File: src/rtl/controle_estoque_rolhas_pkg.sv
// Shared constants, count widths and FSM encoding for the cork supply controller.
package controle_estoque_pkg;

  localparam int CNT_W = 5;
  localparam int STK_W = 4;
  localparam int TMR_W = 8;

  localparam int MAG_MAX_DEF     = 20;
  localparam int MAG_LOW_DEF     = 5;
  localparam int REFILL_QTY_DEF  = 12;
  localparam int STOCK_MAX_DEF   = 15;
  localparam int STOCK_INIT_DEF  = 15;
  localparam int DISP_CYCLES_DEF = 4;

  typedef enum logic [1:0] {
    S_IDLE     = 2'd0,
    S_DISPENSE = 2'd1,
    S_SETTLE   = 2'd2,
    S_ALARM    = 2'd3
  } state_t;

endpackage

File: src/rtl/controle_estoque_rolhas_if.sv
// Request/status bundle between the bottling line and the cork supply controller.
interface controle_estoque_rolhas_if;
  import controle_estoque_pkg::*;

  logic             enable;
  logic             dec;
  logic             add_manual;
  logic [CNT_W-1:0] contagem;
  logic [STK_W-1:0] estoque;
  logic             disp_acionado;
  logic             LED_Alarme;
  logic             rolha_disponivel;
  logic             erro_dec;

  modport master (
    output enable, dec, add_manual,
    input  contagem, estoque, disp_acionado, LED_Alarme, rolha_disponivel, erro_dec
  );

  modport slave (
    input  enable, dec, add_manual,
    output contagem, estoque, disp_acionado, LED_Alarme, rolha_disponivel, erro_dec
  );

endinterface

File: src/rtl/controle_estoque_rolhas_temporizador.sv
// Loadable down-counter timing the dispenser actuation window; holds at zero.
module temporizador_dispensador
  import controle_estoque_pkg::*;
(
  input  logic             clk,
  input  logic             rst,
  input  logic             load,
  input  logic [TMR_W-1:0] value,
  output logic             zero
);

  logic [TMR_W-1:0] timer;

  always_ff @(posedge clk) begin
    if (rst) begin
      timer <= '0;
    end else if (load) begin
      timer <= value;
    end else if (timer != '0) begin
      timer <= timer - 1'b1;
    end
  end

  assign zero = (timer == '0);

endmodule

File: src/rtl/controle_estoque_rolhas.sv
// Cork supply controller: magazine/stock counters, timed refill FSM and
// same-edge arbitration of sealing decrement, manual addition and refill transfer.
module controle_estoque_rolhas
  import controle_estoque_pkg::*;
#(
  parameter int MAG_MAX     = MAG_MAX_DEF,
  parameter int MAG_LOW     = MAG_LOW_DEF,
  parameter int REFILL_QTY  = REFILL_QTY_DEF,
  parameter int STOCK_MAX   = STOCK_MAX_DEF,
  parameter int STOCK_INIT  = STOCK_INIT_DEF,
  parameter int DISP_CYCLES = DISP_CYCLES_DEF
)
(
  input  logic                        clk,
  input  logic                        reset,
  controle_estoque_rolhas_if.slave    bus
);

  localparam logic [5:0]       MAG_MAX6    = 6'(MAG_MAX);
  localparam logic [5:0]       MAG_LOW6    = 6'(MAG_LOW);
  localparam logic [5:0]       QTY6        = 6'(REFILL_QTY);
  localparam logic [5:0]       STOCK_MAX6  = 6'(STOCK_MAX);
  localparam logic [STK_W-1:0] STOCK_RST   = STK_W'(STOCK_INIT);
  localparam logic [TMR_W-1:0] TMR_LOAD    = TMR_W'(DISP_CYCLES - 1);

  function automatic logic [5:0] min3(input logic [5:0] a,
                                      input logic [5:0] b,
                                      input logic [5:0] c);
    logic [5:0] m;
    m = (a < b) ? a : b;
    return (m < c) ? m : c;
  endfunction

  state_t           state;
  logic [CNT_W-1:0] contagem;
  logic [STK_W-1:0] estoque;
  logic             disp_acionado;
  logic             led_alarme;
  logic             erro_dec;

  logic             tmr_load;
  logic             tmr_zero;

  logic             dec_eff;
  logic             add_eff;
  logic             transfer;
  logic             mag_low;
  logic             start_refill;
  logic [5:0]       cont_w;
  logic [5:0]       est_w;
  logic [5:0]       room;
  logic [5:0]       k;
  logic [5:0]       est_after_k;
  logic [5:0]       cont_next_w;
  logic [5:0]       est_next_w;

  // All arithmetic in 6 bits so MAG_MAX - contagem and stock - k cannot underflow.
  always_comb begin
    cont_w       = {1'b0, contagem};
    est_w        = {2'b0, estoque};
    dec_eff      = bus.dec && (contagem != '0);
    transfer     = (state == S_DISPENSE) && tmr_zero;
    mag_low      = (cont_w <= MAG_LOW6);
    start_refill = (state == S_IDLE) && bus.enable && mag_low && (estoque != '0);
    room         = MAG_MAX6 - (cont_w - {5'b0, dec_eff});
    k            = transfer ? min3(QTY6, est_w, room) : 6'd0;
    cont_next_w  = cont_w - {5'b0, dec_eff} + k;
    est_after_k  = est_w - k;
    add_eff      = bus.add_manual && (est_after_k < STOCK_MAX6);
    est_next_w   = est_after_k + {5'b0, add_eff};
    tmr_load     = start_refill;
  end

  temporizador_dispensador u_temporizador (
    .clk   (clk),
    .rst   (reset),
    .load  (tmr_load),
    .value (TMR_LOAD),
    .zero  (tmr_zero)
  );

  always_ff @(posedge clk) begin
    if (reset) begin
      state         <= S_IDLE;
      contagem      <= '0;
      estoque       <= STOCK_RST;
      disp_acionado <= 1'b0;
      led_alarme    <= 1'b0;
      erro_dec      <= 1'b0;
    end else begin
      contagem <= CNT_W'(cont_next_w);
      estoque  <= STK_W'(est_next_w);
      erro_dec <= bus.dec && (contagem == '0);
      case (state)
        S_IDLE: begin
          if (start_refill) begin
            state         <= S_DISPENSE;
            disp_acionado <= 1'b1;
          end else if (mag_low && (estoque == '0)) begin
            state      <= S_ALARM;
            led_alarme <= 1'b1;
          end
        end
        // Enable is not looked at here: a started refill always completes.
        S_DISPENSE: begin
          if (tmr_zero) begin
            state         <= S_SETTLE;
            disp_acionado <= 1'b0;
          end
        end
        S_SETTLE: begin
          state <= S_IDLE;
        end
        S_ALARM: begin
          if (estoque != '0) begin
            state      <= S_IDLE;
            led_alarme <= 1'b0;
          end
        end
        default: begin
          state         <= S_IDLE;
          disp_acionado <= 1'b0;
          led_alarme    <= 1'b0;
        end
      endcase
    end
  end

  assign bus.contagem         = contagem;
  assign bus.estoque          = estoque;
  assign bus.disp_acionado    = disp_acionado;
  assign bus.LED_Alarme       = led_alarme;
  assign bus.erro_dec         = erro_dec;
  assign bus.rolha_disponivel = (contagem != '0);

endmodule

File: src/flat_wrapper.sv
// flat-port wrapper written by rule: the top's interface ports become plain ports
module controle_estoque_rolhas_flat import controle_estoque_pkg::*;
#(
  parameter int MAG_MAX     = MAG_MAX_DEF,
  parameter int MAG_LOW     = MAG_LOW_DEF,
  parameter int REFILL_QTY  = REFILL_QTY_DEF,
  parameter int STOCK_MAX   = STOCK_MAX_DEF,
  parameter int STOCK_INIT  = STOCK_INIT_DEF,
  parameter int DISP_CYCLES = DISP_CYCLES_DEF
)
  (clk, reset, bus_enable, bus_dec, bus_add_manual, bus_contagem, bus_estoque, bus_disp_acionado, bus_LED_Alarme, bus_rolha_disponivel, bus_erro_dec);
  controle_estoque_rolhas_if bus_i ();
  input  logic clk;
  input  logic reset;
  input wire logic [$bits(bus_i.enable)-1:0] bus_enable;
  input wire logic [$bits(bus_i.dec)-1:0] bus_dec;
  input wire logic [$bits(bus_i.add_manual)-1:0] bus_add_manual;
  output wire logic [$bits(bus_i.contagem)-1:0] bus_contagem;
  output wire logic [$bits(bus_i.estoque)-1:0] bus_estoque;
  output wire logic [$bits(bus_i.disp_acionado)-1:0] bus_disp_acionado;
  output wire logic [$bits(bus_i.LED_Alarme)-1:0] bus_LED_Alarme;
  output wire logic [$bits(bus_i.rolha_disponivel)-1:0] bus_rolha_disponivel;
  output wire logic [$bits(bus_i.erro_dec)-1:0] bus_erro_dec;
  assign bus_i.enable = bus_enable;
  assign bus_i.dec = bus_dec;
  assign bus_i.add_manual = bus_add_manual;
  assign bus_contagem = bus_i.contagem;
  assign bus_estoque = bus_i.estoque;
  assign bus_disp_acionado = bus_i.disp_acionado;
  assign bus_LED_Alarme = bus_i.LED_Alarme;
  assign bus_rolha_disponivel = bus_i.rolha_disponivel;
  assign bus_erro_dec = bus_i.erro_dec;
  controle_estoque_rolhas #(.MAG_MAX(MAG_MAX), .MAG_LOW(MAG_LOW), .REFILL_QTY(REFILL_QTY), .STOCK_MAX(STOCK_MAX), .STOCK_INIT(STOCK_INIT), .DISP_CYCLES(DISP_CYCLES)) u_core (.clk(clk), .reset(reset), .bus(bus_i));
endmodule
File: config.mk
export PLATFORM = sky130hd
export DESIGN_NAME = controle_estoque_rolhas_flat
export DESIGN_NICKNAME = d
export VERILOG_FILES = /design/src/rtl/controle_estoque_rolhas_pkg.sv /design/src/rtl/controle_estoque_rolhas_if.sv /design/src/rtl/controle_estoque_rolhas_temporizador.sv /design/src/rtl/controle_estoque_rolhas.sv /design/src/flat_wrapper.sv
export SDC_FILE = /design/constraint.sdc
export NUM_CORES = 1
export LEC_CHECK = 0
export ABC_CLOCK_PERIOD_IN_PS = 4600
export CAP_MARGIN = 20
export CORE_MARGIN = 1.5
export CORE_UTILIZATION = 52
export CTS_BUF_LIST = sky130_fd_sc_hd__clkbuf_8
export CTS_CLUSTER_DIAMETER = 30
export DETAILED_ROUTE_END_ITERATION = 10
export GPL_TIMING_DRIVEN = 0
export PLACE_DENSITY = 0.85
export SLEW_MARGIN = 5
export SYNTH_ARGS = -nofsm -noshare
export SYNTH_HDL_FRONTEND = slang
export SYNTH_SLANG_ARGS = --single-unit
File: constraint.sdc
create_clock -name clk -period 4.6 [get_ports clk]
set_clock_uncertainty 0.05 [all_clocks]
set_input_delay 0.69 -clock clk [delete_from_list [all_inputs] [get_ports clk]]
set_output_delay 0.69 -clock clk [all_outputs]
set_load 0.01 [all_outputs]
# Word-level counts from Yosys, hierarchy flattened
# Cells that the tools add are included.
# totals
in_bits	5
elab_cells	66
ff_bits	22
out_inout_bits	13
# classes
order_cmp	4
n_mux	17
n_reduce_logical	22
eq_ne	9
add_sub_neg	6
# op_table
cell	n
2-to-1 mux 2 bit	6
2-to-1 mux 6 bit	2
logical AND 1 bit	8
zero test 8 bit	1
one-hot mux 2 bit (4 select lines)	1
nonzero test 8 bit	1
subtractor 8 x 1 -> 8 bit, second input constant	1
< comparator 6 x 4 -> 1 bit, second input constant	1
< comparator 6 bit	1
inequality test 2 x 1 -> 1 bit, second input constant	3
AND reduction 3 bit	2
nonzero test 2 bit	3
subtractor 4 x 6 -> 6 bit	1
subtractor 5 x 1 -> 6 bit	1
subtractor 5 x 6 -> 6 bit, first input constant	1
adder 5 bit	1
less-or-equal comparator 5 x 3 -> 1 bit, second input constant	1
zero test 5 bit	1
2-to-1 mux 1 bit	5
nonzero test 5 bit	1
adder 4 x 1 -> 4 bit	1
== test 2 bit, second input constant	2
zero test 4 bit	1
< comparator 4 bit, first input constant	1
other kinds (9)	11

# Longest topological paths before layout
# depth
ltp_word	11
ltp_mapped	27
mapped_depth_nobuf	26

# By module
# Synthesis repeated with hierarchy kept, for this count alone.
# unflattened
hier_cells	208
area_unflattened_um2	1760.4
# modules_own_cells
module	area_each_um2	seq_area_each_um2	cells_each	instances
controle_estoque_rolhas	1285.0	280.3	155	1
temporizador_dispensador	475.5	160.2	53	1

# Worst setup path after synthesis
# Ideal clock, no wire load.
# synth_timing
path_kind	register to register
from	reg u_core.contagem[2] (netlist: u_core.bus.contagem[2])
to	reg u_core.estoque[1] (netlist: u_core.bus.estoque[1])
path_stages_with_launch	26
path_buffers	1
arrival_ps	4900
period_less_slack_ps	5073
required_time_ps	4427
slack_ps	-473
setup_time_ps	123
cell_sequence	dfxtp_1 buf_6 nor3_1 nand3_1 and2_1 ha_1 ha_1 nand2_1 nand2_1 a32oi_1 xnor2_1 ha_1 o211ai_1 a221o_2 mux2i_1 nor2_1 ha_1 inv_2 fa_1 xor2_1 o2111ai_1 a32oi_1 nor2b_1 ha_1 ha_1 or2_2
# synth_via
elab_chain_cells	11
# synth_rtl
item	line	rtl
from (decl)	controle_estoque_rolhas.sv:35	logic [CNT_W-1:0] contagem;
from (signal assigned)	controle_estoque_rolhas.sv:91	contagem <= CNT_W'(cont_next_w);
nonzero test 5 bit (*)	--	
named net bus_rolha_disponivel	flat_wrapper.sv:22	output wire logic [$bits(bus_i.rolha_disponivel)-1:0] bus_rolha_disponivel;
logical AND 1 bit (*)	controle_estoque_rolhas.sv:61	dec_eff = bus.dec && (contagem != '0);
subtractor 5 x 1 -> 6 bit (*)	controle_estoque_rolhas.sv:65	room = MAG_MAX6 - (cont_w - {5'b0, dec_eff});
subtractor 5 x 6 -> 6 bit (*)	controle_estoque_rolhas.sv:65	
< comparator 6 bit	controle_estoque_rolhas.sv:31	return (m < c) ? m : c;
2-to-1 mux 6 bit (*)	controle_estoque_rolhas.sv:31	
2-to-1 mux 6 bit (*)	controle_estoque_rolhas.sv:66	k = transfer ? min3(QTY6, est_w, room) : 6'd0;
subtractor 4 x 6 -> 6 bit (*)	controle_estoque_rolhas.sv:68	est_after_k = est_w - k;
< comparator 6 x 4 -> 1 bit	controle_estoque_rolhas.sv:69	add_eff = bus.add_manual && (est_after_k < STOCK_MAX6);
logical AND 1 bit	controle_estoque_rolhas.sv:69	
adder 4 x 1 -> 4 bit (*)	controle_estoque_rolhas.sv:70	est_next_w = est_after_k + {5'b0, add_eff};
named net u_core.est_next_w[1]	controle_estoque_rolhas.sv:55	logic [5:0] est_next_w;
to (signal assigned)	controle_estoque_rolhas.sv:92	estoque <= STK_W'(est_next_w);
to (decl)	controle_estoque_rolhas.sv:36	logic [STK_W-1:0] estoque;
# Mark *: on every way through the listed nets, which the timed path passes. The rest lies on a longest branch.
# A chain may end at the register's enable or synchronous reset.

# Worst setup path after layout
# layout_timing
from	reg u_core.contagem[0] (netlist: u_core.bus.contagem[0])
to	reg u_core.estoque[3] (netlist: u_core.bus.estoque[3])
# layout_via
elab_chain_cells	11
# layout_rtl
item	line
nonzero test 5 bit	controle_estoque_rolhas.sv:61
logical AND 1 bit	controle_estoque_rolhas.sv:61
subtractor 5 x 1 -> 6 bit (*)	controle_estoque_rolhas.sv:65
subtractor 5 x 6 -> 6 bit (*)	controle_estoque_rolhas.sv:65
< comparator 6 bit	controle_estoque_rolhas.sv:31
2-to-1 mux 6 bit (*)	controle_estoque_rolhas.sv:31
2-to-1 mux 6 bit (*)	controle_estoque_rolhas.sv:66
subtractor 4 x 6 -> 6 bit (*)	controle_estoque_rolhas.sv:68
< comparator 6 x 4 -> 1 bit	controle_estoque_rolhas.sv:69
logical AND 1 bit	controle_estoque_rolhas.sv:69
adder 4 x 1 -> 4 bit (*)	controle_estoque_rolhas.sv:70
# Mark *: on every way between the ends. The rest lies on a longest branch, timed or not.

==> flow_metrics.py <==
metrics = {
    "outcome": {
        "outcome": "finished, violations left",
        "violations": "setup timing",
    },
    "worst_setup_path": {
        "r2r-start": "u_core.bus.contagem[0]",
        "cp.arrival_ps": 5030,
        "critical_path.startpoint_type": "flop",
        "path_max_fanout": 4,
        "crit_path_top_delay_cell": "fa_2",
        "worstReg2RegEnd": "u_core.bus.estoque[3]",
        "cpPeakStageDelay_ps": 550,
        "crit_chain": "nor3_4 -> nand3_2 -> and2_4 -> ha_4 -> ha_4 -> ha_2 -> inv_1 -> ha_1 -> o21a_1 -> o211ai_1 -> a221o_2 -> mux2i_4 -> or2_4 -> buf_6 -> fa_2 -> o2111ai_2 -> a32oi_1 -> nor2b_1 -> ha_2 -> nand3_2 -> xnor2_2 -> xnor2_1 -> nand2b_1",
        "cp-end-kind": "flop",
        "crit_type": "flop to flop",
        "required_ps": 4690,
        "r2r_cells": 23,
        "r2r_slack_ps": -340,
    },
    "sta": {
        "fin_ws_ps": -341,
        "holdWs_ps": 450,
        "relSlewSlack_pct": 70.4,
        "finalSetupViolations": 4,
        "tightest_slew_ps": 440,
        "rsz0062_at_grt": "true",
        "max_freq_mhz": 202,
        "slew_violations": 0,
        "min_period_ps": 4940,
        "hold_viol": 0,
        "min_period_over_period_pct": 107,
    },
    "clock_network": {
        "clock_path_buffers": 2,
        "worstSkewPairLatency_ps": 270,
        "cts_made_buffers": 3,
        "tritoncts": "yes",
        "h-tree-depth": 1,
        "clock-root-buffer": "clkbuf_8",
        "path_clk_slew_ps": 80,
        "cts.sink_count": 22,
    },
    "floorplanning": {
        "die_h_um": 58.4,
        "rows": 19,
        "die_x_um": 58.4,
        "core_area_mm2": 0.00283,
        "io_pins": 18,
        "initial_core_util_pct": 56.3,
        "die-area_mm2": 0.00341,
    },
    "global_route": {
        "grt_util_all_layers_pct": 25.7,
        "grt.overflow.total": 0,
        "grt_max_degree": 14,
        "grt_pass1_wl_mm": 6.78,
        "grt_pass1_vias": 1492,
        "grt_antenna_before_repair": 0,
    },
    "synthesis": {
        "synth.top_cell.area_share_pct": 27.6,
        "yosys_most_used_dff": "dfxtp_1",
        "synth-compound-area-share_pct": 16.3,
        "yosysUniqueCellTypes": 47,
        "synth-adder-area-share_pct": 15.9,
        "seq_area_frac_synth_pct": 27.6,
        "synthArstFlopShare_pct": 0,
        "synthXorXnorAreaFrac_pct": 9.89,
        "muxShareOfSynthArea_pct": 3.14,
        "syn_nets": 212,
        "synthCells": 188,
        "yosysWarnings": 0,
        "avgSynthCellArea_um2": 8.48,
        "synth_top_cell_by_area": "dfxtp_1",
        "synthTopCellsByArea": "dfxtp_1 (28%), ha_1 (13%), xnor2_1 (7.1%), nor2_1 (6.4%), inv_1 (3.5%)",
        "synth_simple_gate_area_share_pct": 21.5,
        "synth_edf_count": 0,
        "synth_area_mm2": 0.00159,
        "synth_top_family_by_area": "simple AND/OR/NAND/NOR gates",
        "synth.most_common_cell": "nor2_1",
        "ys_seq_elements": 22,
        "ys_top_cells_by_count": "nor2_1 (27), dfxtp_1 (22), ha_1 (17)",
    },
    "layout": {
        "drive_gt1_share_pct": 32.8,
        "fillers": 162,
        "final_cells": 260,
        "areaGrowthSynthToFinish_pct": 41.6,
        "nNetsFinal": 254,
        "diodes": 0,
    },
    "route": {
        "drtIter0Drc": 51,
        "remaining_drc_errors": 0,
        "via_count": 1553,
        "wl_per_cell_um": 16.5,
        "wl_mm": 4.30,
        "ant_nets": 0,
        "dr.pass1.iters": 4,
        "viasPerCell": 5.97,
    },
    "run": {
        "drv_cap": 0,
    },
    "place": {
        "hpwlAfterDp_mm": 2.64,
        "place_inst": 236,
        "routabilityCongestion": 0.840,
        "io_buffers": 17,
    },
    "worst_hold_path": {
        "holdPathEnd": "u_core.u_temporizador.timer[3]",
        "whs_path_depth": 2,
        "hp-class": "flop to flop",
        "min_from": "u_core.u_temporizador.timer[3]",
    },
}
[timing repair]
item                                    in CTS  in global routing
hold buffers                                 0                  0
pin swaps                                   28                 28
setup buffers                               17                  4
endpoints found under the setup margin       4                  5
resized for setup                           26                 13
[cells by family (layout without fill, tap and decap cells)]
family / Yosys count / after routing
AO/OA/AOI/OAI: 36 / 36
XOR/XNOR: 18 / 18
adder cells (fa/ha/maj): 19 / 19
buffers and inverters: 22 / 63
flip-flops: 22 / 22
multiplexers: 4 / 4
AND/OR/NAND/NOR: 67 / 67
[area by class of cell]
| class | instances | area, um^2 | area share (%) |
|---|---|---|---|
| clock buffer | 3 | 41.3 | 1.83 |
| timing repair buffer | 38 | 327 | 14.5 |
| sequential | 22 | 452 | 20.0 |
| clock inverter | 1 | 30.0 | 1.33 |
| tap | 31 | 38.8 | 1.72 |
| inverter | 16 | 62.6 | 2.77 |
| multi-input combinational | 144 | 1290 | 57.0 |
| buffer | 5 | 18.8 | 0.831 |
[how the worst max path moves through the flow]
stage | from | endpoint | slack, ps
detailed placement | bus_dec | u_core.bus.estoque[3] | -970
finish | u_core.bus.contagem[0] | u_core.bus.estoque[3] | -340
global placement | bus_dec | u_core.bus.estoque[1] | -810
global route | u_core.bus.contagem[0] | u_core.bus.estoque[3] | -520
floorplan | u_core.bus.contagem[2] | u_core.bus.estoque[1] | -190
CTS | u_core.bus.contagem[2] | u_core.bus.estoque[1] | -200
[worst max-delay path, delay by kind of cell, from the launching register on]
kind                       cells  cell delay (ps)
AOI/OAI and AO/OA              5              970
xor gates and xnor gates       2              260
adders and majority gates      6             1820
buffers and inverters          2              170
DFF                            1              340
muxes                          1              220
and+or+nand+nor                7              970
[cells in the final DEF (no fill, tap or decap), drive strengths merged, types with 6 or more instances in the layout]
cell type and count:
clkdlybuf4s50 16, ha 17, xnor2 13, buf 21, dfxtp 22, nor2 27
nand2 6, a21oi 11, inv 16, clkbuf 9
[stage by stage]
step	setup slack, ps	instance area [um^2]	util (%)	setup TNS [ps]
after floorplan	-195	1660	-	-413
after global placement	-811	1870	65.9	-2880
after detailed placement	-967	1870	65.9	-3680
after CTS	-200	2180	77.1	-525
after global routing	-517	2260	79.8	-1730
final	-341	2260	79.8	-1030
[state kept, by name, indices dropped and copies added (netlist names)]
| name | flops |
|---|---|
| u_core.u_temporizador.timer | 8 |
| u_core.bus.contagem | 5 |
| u_core.bus.estoque | 4 |
| u_core.state | 2 |
| u_core.bus.LED_Alarme | 1 |
| u_core.bus.disp_acionado | 1 |
| u_core.bus.erro_dec | 1 |
[per-layer routing]
| layer | GRT usage [%] | share of wire [%] | up-vias |
|---|---|---|---|
| met5 | 0 | 0 | - |
| met4 | 5.32 | 2.9 | 0 |
| met3 | 6.81 | 6.0 | 14 |
| met2 | 46.2 | 53 | 65 |
| met1 | 30.6 | 38 | 737 |
| li1 | - | - | 737 |
Power is left out: the tool's default activity adds up to more than one toggle a clock period on the data nets, which glitch-free logic cannot reach.
